## config.mk

```make
export PLATFORM = sky130hd
export DESIGN_NAME = board_tile_sequencer
export DESIGN_NICKNAME = d
export VERILOG_FILES = /design/src/rtl/board_tile_sequencer.sv
export SDC_FILE = /design/constraint.sdc
export NUM_CORES = 1
export LEC_CHECK = 0
export CORE_MARGIN = 2
export CORE_UTILIZATION = 41
export CTS_CLUSTER_DIAMETER = 150
export DETAILED_ROUTE_END_ITERATION = 10
export HOLD_SLACK_MARGIN = 0.06
export PLACE_DENSITY = 0.89
export SLEW_MARGIN = 20
export SYNTH_ARGS = -nofsm -noshare
export SYNTH_HDL_FRONTEND = slang
export SYNTH_SLANG_ARGS = --single-unit
```

## constraint.sdc

```tcl
create_clock -name Clock -period 3.7 [get_ports Clock]
set_clock_uncertainty 0.2 [all_clocks]
set_input_delay 0.74 -clock Clock [delete_from_list [all_inputs] [get_ports Clock]]
set_output_delay 0.74 -clock Clock [all_outputs]
set_load 0.01 [all_outputs]
```

## src/rtl/board_tile_sequencer.sv

```systemverilog
// Board tile sequencer: walks every board cell, applies the cursor and miss-marker overlays,
// looks up the sprite ROM and hands 8x8 tiles downstream. Optional macro: CURSOR_BLINK_EN.
module board_tile_sequencer #(
  parameter int BOARD_DIM    = 10,
  parameter int BLINK_FRAMES = 16
) (
  input  logic        Clock,
  input  logic        Reset,
  input  logic        Start,
  input  logic [3:0]  CursorRow,
  input  logic [3:0]  CursorCol,
  output logic        BoardRdEn,
  output logic [6:0]  BoardAddr,
  input  logic [9:0]  BoardData,
  output logic [9:0]  RomData,
  input  logic [63:0] RomDotMatrix,
  output logic        TileValid,
  input  logic        TileReady,
  output logic [3:0]  TileRow,
  output logic [3:0]  TileCol,
  output logic [63:0] TileDots,
  output logic        FrameDone,
  output logic        Busy
);

  if (BOARD_DIM < 1 || BOARD_DIM > 11) begin : gBadBoardDim
    $error("board_tile_sequencer: BOARD_DIM must be within 1..11");
  end
  if (BLINK_FRAMES < 1) begin : gBadBlinkFrames
    $error("board_tile_sequencer: BLINK_FRAMES must be at least 1");
  end

  localparam logic [3:0] Dim     = 4'(BOARD_DIM);
  localparam logic [3:0] LastIdx = 4'(BOARD_DIM - 1);

  typedef enum logic [2:0] {IDLE, READ, WAIT, LOOKUP, HOLD} state_e;

  state_e      state_q, state_d;
  logic [3:0]  row_q, row_d;
  logic [3:0]  col_q, col_d;
  logic [9:0]  romData_q, romData_d;
  logic        tileValid_q, tileValid_d;
  logic [3:0]  tileRow_q, tileRow_d;
  logic [3:0]  tileCol_q, tileCol_d;
  logic [63:0] tileDots_q, tileDots_d;
  logic        frameDone_q, frameDone_d;
  logic        frameEnd;
  logic        cursorOn;
  logic        cursorHit;
  logic        missHit;
  logic [6:0]  cellAddr;

  assign cellAddr  = 7'(row_q) * 7'(BOARD_DIM) + 7'(col_q);
  assign cursorHit = cursorOn && (CursorRow == row_q) && (CursorCol == col_q) &&
                     (CursorRow < Dim) && (CursorCol < Dim);
  assign missHit   = (BoardData[5:1] == 5'd0) && BoardData[0];

  always_comb begin
    state_d     = state_q;
    row_d       = row_q;
    col_d       = col_q;
    romData_d   = romData_q;
    tileValid_d = tileValid_q;
    tileRow_d   = tileRow_q;
    tileCol_d   = tileCol_q;
    tileDots_d  = tileDots_q;
    frameDone_d = 1'b0;
    frameEnd    = 1'b0;
    case (state_q)
      // A Start landing on the FrameDone cycle belongs to the frame just finished.
      IDLE: begin
        if (Start && !frameDone_q) begin
          row_d   = '0;
          col_d   = '0;
          state_d = READ;
        end
      end
      READ: state_d = WAIT;
      WAIT: begin
        if (cursorHit) begin
          romData_d = {BoardData[9:6], 5'b10001, BoardData[0]};
        end else if (missHit) begin
          romData_d = {BoardData[9:6], 5'b10010, 1'b1};
        end else begin
          romData_d = BoardData;
        end
        state_d = LOOKUP;
      end
      LOOKUP: begin
        tileDots_d  = RomDotMatrix;
        tileRow_d   = row_q;
        tileCol_d   = col_q;
        tileValid_d = 1'b1;
        state_d     = HOLD;
      end
      HOLD: begin
        if (TileReady) begin
          tileValid_d = 1'b0;
          if ((row_q == LastIdx) && (col_q == LastIdx)) begin
            frameDone_d = 1'b1;
            frameEnd    = 1'b1;
            state_d     = IDLE;
          end else begin
            if (col_q == LastIdx) begin
              col_d = '0;
              row_d = row_q + 4'd1;
            end else begin
              col_d = col_q + 4'd1;
            end
            state_d = READ;
          end
        end
      end
      default: state_d = IDLE;
    endcase
  end

  always_ff @(posedge Clock) begin
    if (Reset) begin
      state_q     <= IDLE;
      row_q       <= '0;
      col_q       <= '0;
      romData_q   <= '0;
      tileValid_q <= 1'b0;
      tileRow_q   <= '0;
      tileCol_q   <= '0;
      tileDots_q  <= '0;
      frameDone_q <= 1'b0;
    end else begin
      state_q     <= state_d;
      row_q       <= row_d;
      col_q       <= col_d;
      romData_q   <= romData_d;
      tileValid_q <= tileValid_d;
      tileRow_q   <= tileRow_d;
      tileCol_q   <= tileCol_d;
      tileDots_q  <= tileDots_d;
      frameDone_q <= frameDone_d;
    end
  end

`ifdef CURSOR_BLINK_EN
  localparam int FW = (BLINK_FRAMES > 1) ? $clog2(BLINK_FRAMES) : 1;

  logic [FW-1:0] frameCnt_q, frameCnt_d;
  logic          cursorOn_q, cursorOn_d;

  // The cursor blink half-period is counted in completed frames only.
  always_comb begin
    frameCnt_d = frameCnt_q;
    cursorOn_d = cursorOn_q;
    if (frameEnd) begin
      if (frameCnt_q == FW'(BLINK_FRAMES - 1)) begin
        frameCnt_d = '0;
        cursorOn_d = ~cursorOn_q;
      end else begin
        frameCnt_d = frameCnt_q + 1'b1;
      end
    end
  end

  always_ff @(posedge Clock) begin
    if (Reset) begin
      frameCnt_q <= '0;
      cursorOn_q <= 1'b1;
    end else begin
      frameCnt_q <= frameCnt_d;
      cursorOn_q <= cursorOn_d;
    end
  end

  assign cursorOn = cursorOn_q;
`else
  assign cursorOn = 1'b1;
`endif

  assign BoardRdEn = (state_q == READ);
  assign BoardAddr = (state_q == READ) ? cellAddr : 7'd0;
  assign RomData   = romData_q;
  assign TileValid = tileValid_q;
  assign TileRow   = tileRow_q;
  assign TileCol   = tileCol_q;
  assign TileDots  = tileDots_q;
  assign FrameDone = frameDone_q;
  assign Busy      = (state_q != IDLE);

endmodule

```

* After elaboration in Yosys (flattened, before gate mapping) *
Cells that the tools add are included.

storage, ports and cells
  bits in latches = 0
  memory bits (writable) = 0
  bits in registers = 95
  ROM bits = 0
  output and inout port bits = 93
  memories = 0

cells by class
  magnitude comparators = 2
  add/subtract/negate cells = 3
  reduce and logical (&&, ||, !) cells = 17
  bitwise logic cells = 2
  muxes and demuxes = 19
  shifts and indexed selects = 0
  $mul = 1
  div/mod/pow operators = 0
  equal/unequal tests = 12

operators with widths
  operator                                                                count
  4-bit two-way mux                                                       7
  4-bit one-hot mux with 2 select lines                                   2
  3-bit one-hot mux with 5 select lines                                   1
  6-bit two-way mux                                                       2
  4-bit by 1-bit adder with 4-bit output (second input constant)          2
  4-bit equality test                                                     2
  4-bit equality test (second input constant)                             2
  4-bit < comparator (second input constant)                              2
  2-bit != test (second input constant)                                   4
  7-bit by 4-bit adder with 7-bit output                                  1
  7-bit two-way mux                                                       1
  3-bit by 2-bit equality test with 1-bit output (second input constant)  2
  1-bit logical AND                                                       6
  4-bit by 3-bit multiplier with 6-bit output (second input constant)     1
  3-bit two-way mux                                                       2
  5-bit logical NOT                                                       1
  5-bit AND reduction                                                     1
  2-bit AND reduction                                                     2
  4-bit AND reduction                                                     1
  2-bit nonzero test                                                      2
  3-bit by 1-bit equality test with 1-bit output (second input constant)  1
  3-bit equality test (second input constant)                             1
  3-bit logical NOT                                                       1
  1-bit two-way mux                                                       3
  5 further kinds                                                         6

* Longest topological paths before layout *
Gate-level depths: netlist (run 1).

  depth after elaboration = 5
  depth in mapped cells = 7

* Worst setup path after synthesis (run 1) *
No wires, ideal clock.

  path type = flip-flop to output port
  from = reg row_q[1]
  to = out BoardAddr[6]
  slack = 659 ps
  cell stages (with the launch flop) = 8
  arrival = 2101 ps
  required time = 2760 ps
  path buffers = 0
  cells stage by stage = dfxtp_1 ha_1 ha_1 inv_1 fa_1 nand2b_1 or3_1 a21oi_1

between the ends
  word-level cells in the longest chain between the ends = 3

RTL lines
  what                                         line  text
  start: declaration                           39    logic [3:0] row_q, row_d;
  start signal: assignment                     131   row_q <= row_d;
  4-bit by 3-bit multiplier with 6-bit output  53    assign cellAddr = 7'(row_q) * 7'(BOARD_DIM) + 7'(col_q);
  7-bit by 4-bit adder with 7-bit output       53
  7-bit two-way mux                            178   assign BoardAddr = (state_q == READ) ? cellAddr : 7'd0;
  end: declaration                             13    output logic [6:0] BoardAddr,

Every way passes these cells.

* Worst setup path in the final report (run 1) *
Ends and elaborated chain as after synthesis.

==> metrics.cfg, run 1 <==
[outcome]
outcome = finished clean

[die]
io_pins = 179
die_x_um = 102
core_um2 = 9240
dieArea_um2 = 10300
die_y_um = 102
start_util_pct = 42.4
rows = 35

[detailed_routing]
drtIter0Drc = 109
vias = 3916
wire_per_inst_um = 13.9
wl_mm = 10.9
drc_errors = 0
dr.pass1.iters = 4
antenna_left = 0
viasPerCell = 4.99

[final_layout]
register_area_um2 = 1900
layout_common_cells = clkdlybuf4s50_1 (176), nand2_1 (159), dfxtp_1 (95)
fin_util_pct = 64.5
finalNonFillerCells = 785
area_growth_pct = 52.2
fillers = 799
fin_nets = 749
design_area_um2 = 5960
layout-drive-gt1-share_pct = 4.27
antenna_cells = 0
multi_input_area_um2 = 1850
layout_commonest_cell = clkdlybuf4s50_1

[critical_path]
crit_type = reg2out
cp-start-kind = flip-flop
arrival_ns = 2.59
crit_required_ns = 2.76
path_max_fanout = 2
cp-end-kind = output pin

[yosys]
synth_top_area_cell = dfxtp_1
async_reset_ff_share_pct = 0
synthDistinctLibCells = 44
synth_top_area_share_pct = 48.6
ys.flop_type = dfxtp_1
synth_seq_cells = 95
seq_area_frac_synth_pct = 48.6
yosys_warnings = 0
syn_nets = 584
synth_area_um2 = 3920
synth_edf_count = 0
syn_avg_cell_area_um2 = 8.06
synthCells = 486
synth.area.top_cells = dfxtp_1 (49%), nand2_1 (15%), a21oi_1 (11%), ha_1 (3.2%), clkbuf_1 (2.6%)

[sta]
fmax_ghz = 0.283
rsz0062_at_grt = false
period_share_pct = 95.4
finalWorstSetupSlack_ns = 0.171
maxSlewHeadroom_pct = 42.2
setup_violations = 0
hold_viol = 0
finalSetupTns_ns = 0
fin_crit_ns = 3.53
final_max_slew_viol_count = 0
worst_slew_pin_slew_ns = 0.865

[power_and_ir_drop]
peakVddDrop_v = 0.000239
pwr-share-clk_pct = 30.3
p_comb_share_pct = 16.2
power-per-cell-area_nw_per_um2 = 340
p_switching_mw = 0.519
p_int_mw = 1.51
switching_share_pct = 25.6
p_leak_nw = 2.05
p_seq_share_pct = 53.5

[global_routing]
grt_pass1_wl_mm = 17.1
grt_antenna_before_repair = 0
grt_start_max_net_pins = 49
grt-ovfl-total = 0
grt_pass1_vias = 3737
grt_usage_pct = 20.6

[clock_tree]
cts.sinks = 95
cts.reportedPaths.clkPinSlew_ns = 0.09
htreeDepth = 3
cts_tree = done
cts-root-buf = clkbuf_8
cts_made_buffers = 9
clkLatencyLatePin_ns = 0.34
cts_hold_buf = 0
clockBufferDepth = 2

[placement]
post-place-cells = 769
post-dp-hpwl_mm = 8.25
place_area_um2 = 5780
gp_congestion = 0.841
port_buffers = 178
dp_slack_ns = 0.242

[hold_path]
hold_path.class = reg2reg

[run]
cap_viol_max_count = 0

-- routing by layer --
layer | vias up | share of wire [%] | global-route usage, % | wire (µm)
met5 | - | 0 | 0 | 0
met4 | 0 | 1.1 | 5.20 | 122
met3 | 10 | 9.5 | 8.14 | 1040
met2 | 157 | 49 | 36.4 | 5360
met1 | 1803 | 40 | 23.1 | 4410
li1 | 1946 | - | - | -
-- worst max-delay path, stage by stage (launching register included) --
cell and delay [ns]:
dfxtp_1 0.32, ha_1 0.32, ha_1 0.22, inv_1 0.07, fa_1 0.44, nand2b_1 0.17
or3_1 0.31, a21oi_1 0.15, clkdlybuf4s15_1 0.25
-- final timing paths --
check / start / endpoint / slack, ns / cells past startpoint
worst max-delay path: row_q[1]$_SDFFE_PP0P_ / BoardAddr[6] / 0.17 / 8
worst min-delay path: TileDots[25]$_SDFFE_PP0P_ / TileDots[25]$_SDFFE_PP0P_ / 0.26 / 2
worst max register to register: state_q[2]$_SDFFE_PP0P_ / row_q[3]$_SDFFE_PP0P_ / 1.43 / 4
worst min register to register: TileDots[25]$_SDFFE_PP0P_ / TileDots[25]$_SDFFE_PP0P_ / 0.26 / 2
-- per-stage QoR --
stage / hold WS [ns] / power [mW]
after floorplan: 0.281 / 1.24
after global placement: 0.241 / 1.43
after detailed placement: 0.246 / 1.44
after CTS: 0.258 / 2.05
after global routing: 0.279 / 2.12
final: 0.257 / 2.03
-- state kept, by name, summed over array words and instances (netlist names) --
name and count:
FrameDone 1, TileDots 64, TileRow 4, RomData 10
TileCol 4, col_q 4, state_q 3, row_q 4
TileValid 1
-- repair_timing --
| action | CTS | global route |
|---|---|---|
| setup buffers | 0 | 0 |
| hold endpoints to repair | 0 | 0 |
| resized for setup | 1 | 1 |
| setup endpoints to repair | 1 | 1 |
| pin swaps | 0 | 0 |
-- Yosys cell counts (2+ instances only) --
library cell  count
inv_1             9
nand2_1         159
xor2_1            3
fa_1              2
a31oi_1           2
and3b_1           4
a211oi_1          2
o21a_1            4
o31ai_1           3
or3_1             4
a21boi_1          2
ha_1             10
a21oi_1          85
nand2b_1          2
a21o_1            3
nor2_1           11
nand3b_1          7
or4_1             4
nand3_1           2
and2_1            4
dfxtp_1          95
o21ai_0           8
nor3_1            4
buf_2             4
xnor2_1           8
clkbuf_1         27
-- power by group through the flow --
| stage | sequential, mW | clock (mW) | combinational [mW] |
|---|---|---|---|
| after floorplan | 1.11 | 0 | 0.128 |
| after global placement | 1.10 | 0 | 0.323 |
| after detailed placement | 1.11 | 0 | 0.328 |
| after CTS | 1.08 | 0.634 | 0.330 |
| after global routing | 1.09 | 0.670 | 0.360 |
| final | 1.08 | 0.614 | 0.328 |
-- cell type report --
class                           count  share of cell area, %
Clock buffer                       12                   2.44
Clock inverter                      4                  0.504
Inverter                            9                  0.567
Multi-Input combinational cell    350                   31.0
Sequential cell                    95                   31.9
Tap cell                          129                   2.71
Timing Repair Buffer              186                   30.8
-- cell families (layout without fill, tap and decap cells) --
logic type | Yosys count | in the layout | share of synthesized area (%)
AOI/OAI and AO/OA | 115 | 115 | 16.1
xor gates and xnor gates | 11 | 11 | 2.46
adders and majority gates | 12 | 12 | 4.22
buffers and inverters | 41 | 211 | 4.25
DFF | 95 | 95 | 48.6
and+or+nand+nor | 212 | 212 | 24.4
Power figures use the tool's default switching activity.
==> inputs of run 2 (changes only) <==
--- a/config.mk
+++ b/config.mk
@@ -5,9 +5,11 @@
 export SDC_FILE = /design/constraint.sdc
 export NUM_CORES = 1
 export LEC_CHECK = 0
+export CAP_MARGIN = 5
 export CORE_MARGIN = 2
 export CORE_UTILIZATION = 41
 export CTS_CLUSTER_DIAMETER = 150
+export CTS_CLUSTER_SIZE = 8
 export DETAILED_ROUTE_END_ITERATION = 10
 export HOLD_SLACK_MARGIN = 0.06
 export PLACE_DENSITY = 0.89
==> results of run 2 <==
The final DEF is identical to that of run 1; final timing and power are the same.
